$ cat config.mk
export PLATFORM = sky130hd
export DESIGN_NAME = crossing_scheduler_flat
export DESIGN_NICKNAME = d
export VERILOG_FILES = /design/src/rtl/crossing_scheduler_if.sv /design/src/rtl/crossing_scheduler.sv /design/src/flat_wrapper.sv
export SDC_FILE = /design/constraint.sdc
export NUM_CORES = 1
export LEC_CHECK = 0
export BUFFER_PORTS_ARGS = -buffer_cell sky130_fd_sc_hd__buf_2
export CORE_MARGIN = 2
export CORE_UTILIZATION = 45
export CTS_CLUSTER_SIZE = 40
export DETAILED_ROUTE_END_ITERATION = 6
export PLACE_DENSITY = 0.64
export SYNTH_ARGS = -nofsm -noshare
export SYNTH_HDL_FRONTEND = slang
export SYNTH_SLANG_ARGS = --single-unit
$ cat constraint.sdc
create_clock -name clk -period 4.9 [get_ports clk]
set_clock_uncertainty 0.05 [all_clocks]
set_input_delay 0.98 -clock clk [delete_from_list [all_inputs] [get_ports clk]]
set_output_delay 0.98 -clock clk [all_outputs]
set_load 0.03 [all_outputs]
$ cat src/rtl/crossing_scheduler_if.sv
// Signal bundle between the crossing scheduler and the lamp/button side of a pedestrian crossing.
// The slave modport is the scheduler; the master modport drives the button and watches the lamps.
interface crossing_scheduler_if;
    logic ped_req;
    logic ped_wait;
    logic p_rosu;
    logic p_verde;
    logic m_rosu;
    logic m_galben;
    logic m_verde;

    modport master (
        output ped_req,
        input  ped_wait,
        input  p_rosu,
        input  p_verde,
        input  m_rosu,
        input  m_galben,
        input  m_verde
    );

    modport slave (
        input  ped_req,
        output ped_wait,
        output p_rosu,
        output p_verde,
        output m_rosu,
        output m_galben,
        output m_verde
    );
endinterface

$ cat src/rtl/crossing_scheduler.sv
// Pedestrian crossing lamp scheduler: six-state Moore controller with a shared 8-bit dwell timer.
// Optional build macro PED_FLASH_EN makes the pedestrian green flash (4 on / 4 off) during clearance.
module crossing_scheduler #(
    parameter int unsigned T_CAR_MIN = 20,
    parameter int unsigned T_YELLOW  = 3,
    parameter int unsigned T_ALLRED  = 2,
    parameter int unsigned T_PED     = 10,
    parameter int unsigned T_CLEAR   = 8
) (
    input  logic                  clk,
    input  logic                  rst_n,
    crossing_scheduler_if.slave   bus
);

    typedef enum logic [2:0] {
        CAR_GREEN  = 3'd0,
        CAR_YELLOW = 3'd1,
        ALL_RED1   = 3'd2,
        PED_GREEN  = 3'd3,
        PED_CLEAR  = 3'd4,
        ALL_RED2   = 3'd5
    } state_t;

    localparam logic [7:0] CAR_LAST    = 8'(T_CAR_MIN - 1);
    localparam logic [7:0] YELLOW_LAST = 8'(T_YELLOW - 1);
    localparam logic [7:0] ALLRED_LAST = 8'(T_ALLRED - 1);
    localparam logic [7:0] PED_LAST    = 8'(T_PED - 1);
    localparam logic [7:0] CLEAR_LAST  = 8'(T_CLEAR - 1);

    state_t     state_q, state_d;
    logic [7:0] timer_q, timer_d;
    logic       req_q, req_d;
    logic       run_q;

    always_ff @(posedge clk or negedge rst_n) begin
        if (!rst_n) begin
            state_q <= CAR_GREEN;
            timer_q <= 8'd0;
            req_q   <= 1'b0;
            run_q   <= 1'b0;
        end else begin
            state_q <= state_d;
            timer_q <= timer_d;
            req_q   <= req_d;
            run_q   <= 1'b1;
        end
    end

    always_comb begin
        state_d = state_q;
        case (state_q)
            CAR_GREEN:  if (timer_q == CAR_LAST && req_q) state_d = CAR_YELLOW;
            CAR_YELLOW: if (timer_q == YELLOW_LAST)       state_d = ALL_RED1;
            ALL_RED1:   if (timer_q == ALLRED_LAST)       state_d = PED_GREEN;
            PED_GREEN:  if (timer_q == PED_LAST)          state_d = PED_CLEAR;
            PED_CLEAR:  if (timer_q == CLEAR_LAST)        state_d = ALL_RED2;
            ALL_RED2:   if (timer_q == ALLRED_LAST)       state_d = CAR_GREEN;
            default:                                      state_d = ALL_RED2;
        endcase
    end

    // Reset release is treated as the CAR_GREEN entry edge, so the first edge leaves the timer at 0.
    always_comb begin
        timer_d = timer_q + 8'd1;
        if (state_d != state_q || !run_q) begin
            timer_d = 8'd0;
        end else if (state_q == CAR_GREEN && timer_q == CAR_LAST) begin
            timer_d = timer_q;
        end
    end

    // Entering PED_GREEN serves the request; clearing wins over a simultaneous new press.
    always_comb begin
        req_d = req_q;
        if (state_d == PED_GREEN && state_q != PED_GREEN) begin
            req_d = 1'b0;
        end else if (bus.ped_req && (state_q inside {CAR_GREEN, CAR_YELLOW, ALL_RED1,
                                                     PED_CLEAR, ALL_RED2})) begin
            req_d = 1'b1;
        end
    end

    always_comb begin
        bus.m_rosu   = 1'b0;
        bus.m_galben = 1'b0;
        bus.m_verde  = 1'b0;
        bus.p_rosu   = 1'b0;
        bus.p_verde  = 1'b0;
        bus.ped_wait = req_q;
        case (state_q)
            CAR_GREEN: begin
                bus.m_verde = 1'b1;
                bus.p_rosu  = 1'b1;
            end
            CAR_YELLOW: begin
                bus.m_galben = 1'b1;
                bus.p_rosu   = 1'b1;
            end
            ALL_RED1, ALL_RED2: begin
                bus.m_rosu = 1'b1;
                bus.p_rosu = 1'b1;
            end
            PED_GREEN: begin
                bus.m_rosu  = 1'b1;
                bus.p_verde = 1'b1;
            end
            PED_CLEAR: begin
                bus.m_rosu  = 1'b1;
`ifdef PED_FLASH_EN
                bus.p_verde = ~timer_q[2];
`else
                bus.p_verde = 1'b1;
`endif
            end
            default: begin
                bus.m_rosu = 1'b1;
                bus.p_rosu = 1'b1;
            end
        endcase
    end

endmodule

$ cat src/flat_wrapper.sv
// flat-port wrapper written by rule: the top's interface ports become plain ports
module crossing_scheduler_flat 
#(
    parameter int unsigned T_CAR_MIN = 20,
    parameter int unsigned T_YELLOW  = 3,
    parameter int unsigned T_ALLRED  = 2,
    parameter int unsigned T_PED     = 10,
    parameter int unsigned T_CLEAR   = 8
)
  (clk, rst_n, bus_ped_req, bus_ped_wait, bus_p_rosu, bus_p_verde, bus_m_rosu, bus_m_galben, bus_m_verde);
  crossing_scheduler_if bus_i ();
  input  logic clk;
  input  logic rst_n;
  input wire logic [$bits(bus_i.ped_req)-1:0] bus_ped_req;
  output wire logic [$bits(bus_i.ped_wait)-1:0] bus_ped_wait;
  output wire logic [$bits(bus_i.p_rosu)-1:0] bus_p_rosu;
  output wire logic [$bits(bus_i.p_verde)-1:0] bus_p_verde;
  output wire logic [$bits(bus_i.m_rosu)-1:0] bus_m_rosu;
  output wire logic [$bits(bus_i.m_galben)-1:0] bus_m_galben;
  output wire logic [$bits(bus_i.m_verde)-1:0] bus_m_verde;
  assign bus_i.ped_req = bus_ped_req;
  assign bus_ped_wait = bus_i.ped_wait;
  assign bus_p_rosu = bus_i.p_rosu;
  assign bus_p_verde = bus_i.p_verde;
  assign bus_m_rosu = bus_i.m_rosu;
  assign bus_m_galben = bus_i.m_galben;
  assign bus_m_verde = bus_i.m_verde;
  crossing_scheduler #(.T_CAR_MIN(T_CAR_MIN), .T_YELLOW(T_YELLOW), .T_ALLRED(T_ALLRED), .T_PED(T_PED), .T_CLEAR(T_CLEAR)) u_core (.clk(clk), .rst_n(rst_n), .bus(bus_i));
endmodule
# Yosys cells after proc, flatten, opt, wreduce, memory -nomap -nowiden
# Index checks and enable logic that the tools add are counted.
# W data, S select, Z words.
op_classes:
  n_addsub: 1
  n_eq_ne: 14
  muxes: 16
  reduce_logical: 11
op_table:
  columns: ["op", "count"]
  rows:
  - ["$mux W3", 6]
  - ["$pmux W3 S6", 1]
  - ["$mux W8", 2]
  - ["$eq A3 B2 Y1 const B", 3]
  - ["$add A8 B1 Y8 const B", 1]
  - ["$eq A8 B1 Y1 const B", 1]
  - ["$eq A8 B2 Y1 const B", 1]
  - ["$eq A8 B3 Y1 const B", 1]
  - ["$eq A8 B4 Y1 const B", 1]
  - ["$eq A8 B5 Y1 const B", 1]
  - ["$mux W1", 7]
  - ["$eq A3 B3 Y1 const B", 2]
  - ["$reduce_bool A5 Y1", 1]
  - ["$logic_and A1 B1 Y1", 4]
  - ["$reduce_or A2 Y1", 2]
  - ["$eq A3 B1 Y1 const B", 1]
  - ["$logic_not A3 Y1", 1]
  - ["$ne A3 B2 Y1 const B", 1]
  - ["$ne A3 B3 Y1", 1]
  - ["$ne A2 B1 Y1 const B", 1]
  - ["$reduce_bool A2 Y1", 1]
  - ["$logic_not A1 Y1", 1]
  - ["$logic_or A1 B1 Y1", 1]
word_totals:
  register_bits: 13
  input_bits: 3
  out_inout_bits: 6
  elab_cells: 46

# Longest topological paths before layout
# Gate-level depths: netlist of the first run.
logic_depth:
  word_depth: 7
  depth_mapped: 7
  ltp_nobuf: 7

# Worst setup path before layout of the first run
# Ideal clock, no wire load.
synth_path:
  path_kind: "register to output"
  from: "register u_core.state_q[0]"
  to: "output port bus_p_rosu"
  t_arrival_ns: 1.537
  required_time_ns: 3.870
  path_slack_ns: 2.333
  stages_incl_launch_ff: 6
  n_path_buf: 1
  cell_sequence: "dfrtp_1 -> clkbuf_1 -> inv_1 -> nand2_1 -> o22ai_1 -> inv_1"
synth_via:
  elab_chain_cells: 3
  word_cells_on_any_way: 4
  cone_classes: "eq/ne (2); mux (1); reduce/logical (1)"
synth_rtl:
  columns: ["item", "line", "rtl"]
  rows:
  - ["start: declaration", "crossing_scheduler.sv:30", "state_t state_q, state_d;"]
  - ["start signal: assignment", "crossing_scheduler.sv:42", "state_q <= state_d;"]
  - ["$eq A3 B2 Y1 / $eq A3 B3 Y1 (equally long branches)", "crossing_scheduler.sv:90", "case (state_q)"]
  - ["$reduce_or A2 Y1 (no line) *", null, null]
  - ["$mux W1 *", "crossing_scheduler.sv:90", null]
  - ["end: declaration", "flat_wrapper.sv:16", "output wire logic [$bits(bus_i.p_rosu)-1:0] bus_p_rosu;"]
# Every way passes the cells marked *; elsewhere a longest branch is shown, timed or not.

# Worst setup path after layout of the first run
layout_path:
  from: "register u_core.state_q[1]"
  to: "output port bus_m_galben"
layout_via:
  elab_chain_cells: 2
layout_rtl:
  columns: ["item", "line", "rtl"]
  rows:
  - ["$eq A3 B1 Y1", "crossing_scheduler.sv:90", null]
  - ["$mux W1", "crossing_scheduler.sv:90", null]
  - ["end: declaration", "flat_wrapper.sv:19", "output wire logic [$bits(bus_i.m_galben)-1:0] bus_m_galben;"]
# Every way passes these cells.

==> impl_metrics.toml, run 1 <==
[sta]
setup_ws_ns = 2.34
timing.final.crit_share_pct = 52.3
setup_viol_count_final = 0
period_minus_slack_ns = 2.56
hold_violations = 0
final_max_slew_viol_count = 0
grt_setup_unrepaired = "no"
tns_ns = 0
fmax_mhz = 390

[power_and_ir_drop]
powerDensity_nw_per_um2 = 221
p_leak_nw = 0.389
ir_drop_v = 0.000136

[clocking]
cts_sinks = 13
htreeDepth = 1
cts_hold_buf = 0
cts_tree = "done"
cts_buffers = 3
cts-root-buf = "clkbuf_4"
clk_latency_ns = 0.29
clk_pin_slew_ns = 0.09
postCtsSetupBuffers = 0
cts.path.max_buffers = 2
cts-resized-gates = 0

[global_route]
grt_usage_pct = 18.1
antenna_found_initial = 0
grt_pass1_wl_um = 2680
grt_max_degree = 14
global_route.overflow_total = 0
grt_pass1_vias = 615

[die]
rows = 15
initial_utilization_pct = 48.4
dieArea_um2 = 2240
dieWidth_um = 47.3
core-area_um2 = 1750
die_h_um = 47.3
ioPinCount = 9

[route]
post_drt_wl_per_cell_um = 12.9
wl_um = 1640
firstDrtPassIters = 4
via_per_inst = 5.45
vias = 692
ant_nets = 0
drt_iter0_drc = 22
drc_errors = 0
top_layer = "met4"
met1_length_um = 780
wl_met2_um = 719
met3WireLength_um = 91

[cells_and_area]
area_growth_pct = 8.00
fin_nets = 109
antenna_cells = 0
multi_input_area_um2 = 463
drive_gt1_share_pct = 17.6
regArea_um2 = 325
num-fill-cells = 166

[status]
status = "completed"

[setup_path]
cp-end-kind = "output pin"
worstPathArrival_ns = 1.53
path_buf_inv = 1
crit_family = "simple AND/OR/NAND/NOR gates"
critPathSlowestCell = "dfrtp_1"
cpPeakStageDelay_ns = 0.50
crit_required_ns = 3.87
crit_type = "reg -> out"
r2r_slack_ns = 2.67
crit_chain = "or2_2, nor2_1, buf_2"
worstSetupStartpointType = "register"
cp_max_fo = 12

[synth]
synth_area_um2 = 845
ys_top_cells_by_area = "dfrtp_1 (39%), nor3_1 (5.3%), ha_1 (4.4%)"
synth.yosys.seq_area_share_pct = 38.5
synth_commonest_cells = "dfrtp_1 (13), nor2_1 (10), nor3_1 (9), nand2_1 (8), inv_1 (7)"
synth_top_area_share_pct = 38.5
synthCells = 96
synth_ff_type = "dfrtp_1"
synth.most_common_cell = "dfrtp_1"
synth_nets = 102
yosys_warnings = 0
ys_seq_elements = 13
synth_area_per_cell_um2 = 8.80
synth_edf_count = 0
yosys.area.top_type = "dfrtp_1"
async_flop_share_pct = 100
synth_cell_types = 32

[hold_path]
hp-class = "in -> async"

[placement]
hpwl_um = 1210
dpl_worst_slack_ns = 2.66
port-buffer-count = 8
globalplace.congestion = 0.880

[flow_run]
cap_violations = 0
-- power by group --
part	total [mW]	leakage, nW	switching, mW	internal (mW)
sequential	0.112	0.172	0.00272	0.110
combinational	0.0183	0.203	0.0112	0.00713
clock	0.0705	0.0150	0.0388	0.0317
-- cells by family (layout without fill, tap and decap cells) --
| family | Yosys count | count (layout) | synth area share [%] |
|---|---|---|---|
| other | 1 | 1 | 0.444 |
| multiplexers | 1 | 1 | 1.19 |
| XOR/XNOR | 7 | 7 | 7.26 |
| adder cells (fa/ha/maj) | 3 | 3 | 4.44 |
| flip-flops | 13 | 13 | 38.5 |
| AO/OA/AOI/OAI | 13 | 13 | 12.0 |
| AND/OR/NAND/NOR | 45 | 45 | 29.5 |
| buffers and inverters | 13 | 19 | 6.67 |
-- cell type report --
class	count	area share, %
timing repair buffer	8	4.39
clock buffer	4	2.88
inverter	7	2.88
multi-input combinational	70	50.8
tap	25	3.43
sequential	13	35.7
-- metal layers --
layer	GRT usage, %	vias up
met1	25.2	313
li1	-	341
met5	0	-
met2	24.6	33
met3	4.62	5
met4	11.7	0
-- worst paths after layout --
| check | from | to | cells past startpoint |
|---|---|---|---|
| max in group asynchronous | rst_n | u_core.state_q[1] | 1 |
| worst min-delay path | rst_n | u_core.timer_q[6] | 1 |
| min in group clk | u_core.bus.ped_wait | u_core.bus.ped_wait | 2 |
| worst min register to register | u_core.bus.ped_wait | u_core.bus.ped_wait | 2 |
| worst max register to register | u_core.timer_q[2] | u_core.timer_q[2] | 5 |
| worst max-delay path | u_core.state_q[1] | bus_m_galben | 3 |
-- sequential cells by signal (all words and copies together) (netlist names) --
| name | count |
|---|---|
| u_core.timer_q | 8 |
| u_core.bus.ped_wait | 1 |
| u_core.state_q | 3 |
| u_core.run_q | 1 |
-- cells in the final DEF, fill, tap and decap left out --
cell type and count:
o21ai_0 2, or2_0 1, xnor2_1 3, buf_2 8, a21oi_1 2, or2_2 3
a32oi_1 1, mux2i_1 1, a32o_1 1, o22ai_1 2, a211oi_1 1, nor4_4 1
nor2_1 10, a21oi_4 1, a2111o_1 1, o311ai_1 1, nand2b_1 1, conb_1 1
nor3_1 9, clkbuf_4 3, nand3b_1 1, a31oi_1 1, ha_1 3, nor4_1 2
and3_1 2, nor4b_2 1, inv_1 7, xor2_1 4, or4_4 1, clkbuf_1 1
nand2_1 8, nand3_1 5, dfrtp_1 13
-- per-stage QoR --
step | hold slack, ns | utilization, % | power [mW] | instances | area (um^2)
2_1_floorplan | 0.478 | - | 0.128 | 96 | 845
3_3_place_gp | 0.519 | 50.8 | 0.133 | 123 | 886
3_5_place_dp | 0.523 | 50.8 | 0.133 | 123 | 886
4_1_cts | 0.516 | 52.3 | 0.203 | 127 | 912
5_1_grt | 0.523 | 52.3 | 0.211 | 127 | 912
6_report | 0.511 | 52.3 | 0.201 | 127 | 912
No activity file was read; power rests on OpenSTA's default activity.
==> inputs of run 2 (changes only) <==
--- a/config.mk
+++ b/config.mk
@@ -5,6 +5,7 @@
 export SDC_FILE = /design/constraint.sdc
 export NUM_CORES = 1
 export LEC_CHECK = 0
+export ABC_AREA = 1
 export BUFFER_PORTS_ARGS = -buffer_cell sky130_fd_sc_hd__buf_2
 export CORE_MARGIN = 2
 export CORE_UTILIZATION = 45
==> constraint.sdc (replaced) <==
create_clock -name clk -period 2.4 [get_ports clk]
set_clock_uncertainty 0.05 [all_clocks]
set_input_delay 0.48 -clock clk [delete_from_list [all_inputs] [get_ports clk]]
set_output_delay 0.48 -clock clk [all_outputs]
set_load 0.03 [all_outputs]
==> impl_metrics.toml, run 2 <==
[status]
status = "completed"

[route]
via_per_inst = 4.89
vias = 690
drc_errors = 0
ant_nets = 0
wl_um = 1600
post_drt_wl_per_cell_um = 11.4
drt_iter0_drc = 14
firstDrtPassIters = 4

[setup_path]
cp-end-kind = "output pin"
cpPeakStageDelay_ns = 0.52
cp_max_fo = 9
path_buf_inv = 2
worstSetupStartpointType = "register"
worstPathArrival_ns = 1.46
crit_chain = "nand2_1, nor2_2, nor2_1, inv_1, buf_2"
critPathSlowestCell = "dfrtp_1"
crit_family = "flip-flops"
crit_type = "reg -> out"
crit_required_ns = 1.87

[sta]
worstMarginPinSlew_ns = 0.531
timing.slew.headroom_pct = 64.3
timing.final.crit_share_pct = 82.9
whs_ns = 0.0306
tns_ns = 0
grt_setup_unrepaired = "no"
fmax_mhz = 503
period_minus_slack_ns = 1.99
final_max_slew_viol_count = 0
setup_viol_count_final = 0
hold_violations = 0

[die]
rows = 15
initial_utilization_pct = 48.0
core-area_um2 = 1730
ioPinCount = 9
dieArea_um2 = 2200
die_h_um = 46.9
dieWidth_um = 46.9

[power_and_ir_drop]
p_leak_nw = 0.473
ir_drop_v = 0.000322
powerDensity_nw_per_um2 = 434

[global_route]
antenna_found_initial = 0
grt_usage_pct = 17.0
grt_max_degree = 14
grt_pass1_vias = 631
grt_pass1_wl_um = 2540
global_route.overflow_total = 0

[synth]
ys_seq_elements = 13
synth_top_area_share_pct = 39.2
yosys.area.top_type = "dfrtp_1"
synth_area_um2 = 830
synth_nets = 111
synth_ff_type = "dfrtp_1"
synth_commonest_cells = "nor2_1 (19), nand2_1 (16), dfrtp_1 (13), inv_1 (12), nand3_1 (6)"
synth.yosys.seq_area_share_pct = 39.2
ys_top_cells_by_area = "dfrtp_1 (39%), nor2_1 (8.6%), nand2_1 (7.2%)"
synth_edf_count = 0
synth_area_per_cell_um2 = 7.90
synth.most_common_cell = "nor2_1"
yosys_warnings = 0
async_flop_share_pct = 100
synthCells = 105
synth_cell_types = 28

[clocking]
cts-resized-gates = 0
cts_sinks = 13
postCtsSetupBuffers = 0
cts-root-buf = "clkbuf_4"
htreeDepth = 1
clk_latency_ns = 0.27
clk_pin_slew_ns = 0.07
cts.path.max_buffers = 2
cts_tree = "done"
cts_hold_buf = 0
cts_buffers = 3

[placement]
hpwl_um = 1230
globalplace.congestion = 0.832
port-buffer-count = 8

[cells_and_area]
largest_reg_flops = 8
regArea_um2 = 325
area_growth_pct = 10.9
final_cell_mix = "nor2_1 (19), nand2_1 (16), dfrtp_1 (13)"
drive_gt1_share_pct = 21.6
final_common_cell = "nor2_1"
fin_nets = 123
num-fill-cells = 174
top_regs = "u_core.timer_q: 8 flops, u_core.state_q: 3 flops"
antenna_cells = 0
regMostFlops = "u_core.timer_q"
multi_input_area_um2 = 448
fin_util_pct = 53.3

[hold_path]
hp-class = "in -> async"

[flow_run]
cap_violations = 0
-- run 2: cell types whose count changed after synthesis, moves of 2 or more --
| cell | previous run | this run |
|---|---|---|
| nor2_1 | 10 | 19 |
| nand2_1 | 8 | 16 |
| nor3_1 | 9 | 3 |
| clkbuf_1 | 5 | 0 |
| inv_1 | 7 | 12 |
| nor2_2 | 0 | 5 |
| nand2_2 | 0 | 4 |
| or2_2 | 3 | 0 |
| a21oi_1 | 2 | 0 |
| o22ai_1 | 2 | 0 |
-- run 2: area by class of cell --
| type | instances | share of cell area [%] |
|---|---|---|
| sequential | 13 | 35.4 |
| tap | 25 | 3.40 |
| multi-input combinational | 78 | 48.7 |
| timing repair buffer | 8 | 4.35 |
| clock buffer | 4 | 2.86 |
| inverter | 13 | 5.31 |
-- run 2: cells by family (layout without fill, tap and decap cells) --
| group | count (synthesis) | after routing | share of synthesized area (%) |
|---|---|---|---|
| and+or+nand+nor | 60 | 60 | 35.7 |
| AOI/OAI and AO/OA | 7 | 7 | 5.73 |
| buffers and inverters | 14 | 25 | 6.79 |
| adders and majority gates | 3 | 3 | 4.53 |
| DFF | 13 | 13 | 39.2 |
| muxes | 1 | 1 | 1.21 |
| other | 1 | 1 | 0.452 |
| xor gates and xnor gates | 6 | 6 | 6.33 |
-- run 2: final timing paths --
check	startpoint	end	slack, ns	cells after the start
min	rst_n	u_core.timer_q[5]	0.03	1
max	u_core.state_q[0]	bus_p_verde	0.41	5
min reg2reg	u_core.bus.ped_wait	u_core.bus.ped_wait	0.49	2
min in group clk	u_core.bus.ped_wait	u_core.bus.ped_wait	0.49	2
max in group asynchronous	rst_n	u_core.timer_q[0]	2.04	1
max reg2reg	u_core.timer_q[1]	u_core.timer_q[7]	0.67	10
-- run 2: where the power goes --
| group | internal [mW] | switching [mW] | total [mW] |
|---|---|---|---|
| clock | 0.0645 | 0.0688 | 0.133 |
| combinational | 0.0133 | 0.0238 | 0.0372 |
| sequential | 0.224 | 0.00456 | 0.228 |
| total | 0.302 | 0.0971 | 0.399 |
-- run 2: per-layer routing --
metal  vias to the layer above  track usage (%)  wire length (um)
li1                        352                -                 -
met5                         -                0                 0
met2                        26             25.5               698
met4                         0             8.33                35
met1                       308             21.1               772
met3                         4             6.92                96
-- run 2: per-stage QoR --
step	instances	setup slack [ns]	total power, mW	instance area (um^2)
after floorplan	105	0.495	0.259	830
after global placement	137	0.709	0.270	893
after detailed placement	137	0.668	0.270	893
after CTS	141	0.412	0.408	920
after global routing	141	0.290	0.426	920
final	141	0.410	0.399	920
-- run 2: worst register-to-register path, cell delays in order (launching register included) --
cell and delay (ns):
dfrtp_1 0.41, inv_1 0.12, ha_1 0.19, nand3_2 0.10, o21ai_2 0.20, nand2_1 0.08, nor2_2 0.12, nand2_1 0.09
nand2_2 0.08, nand3_4 0.10, nor2_1 0.12
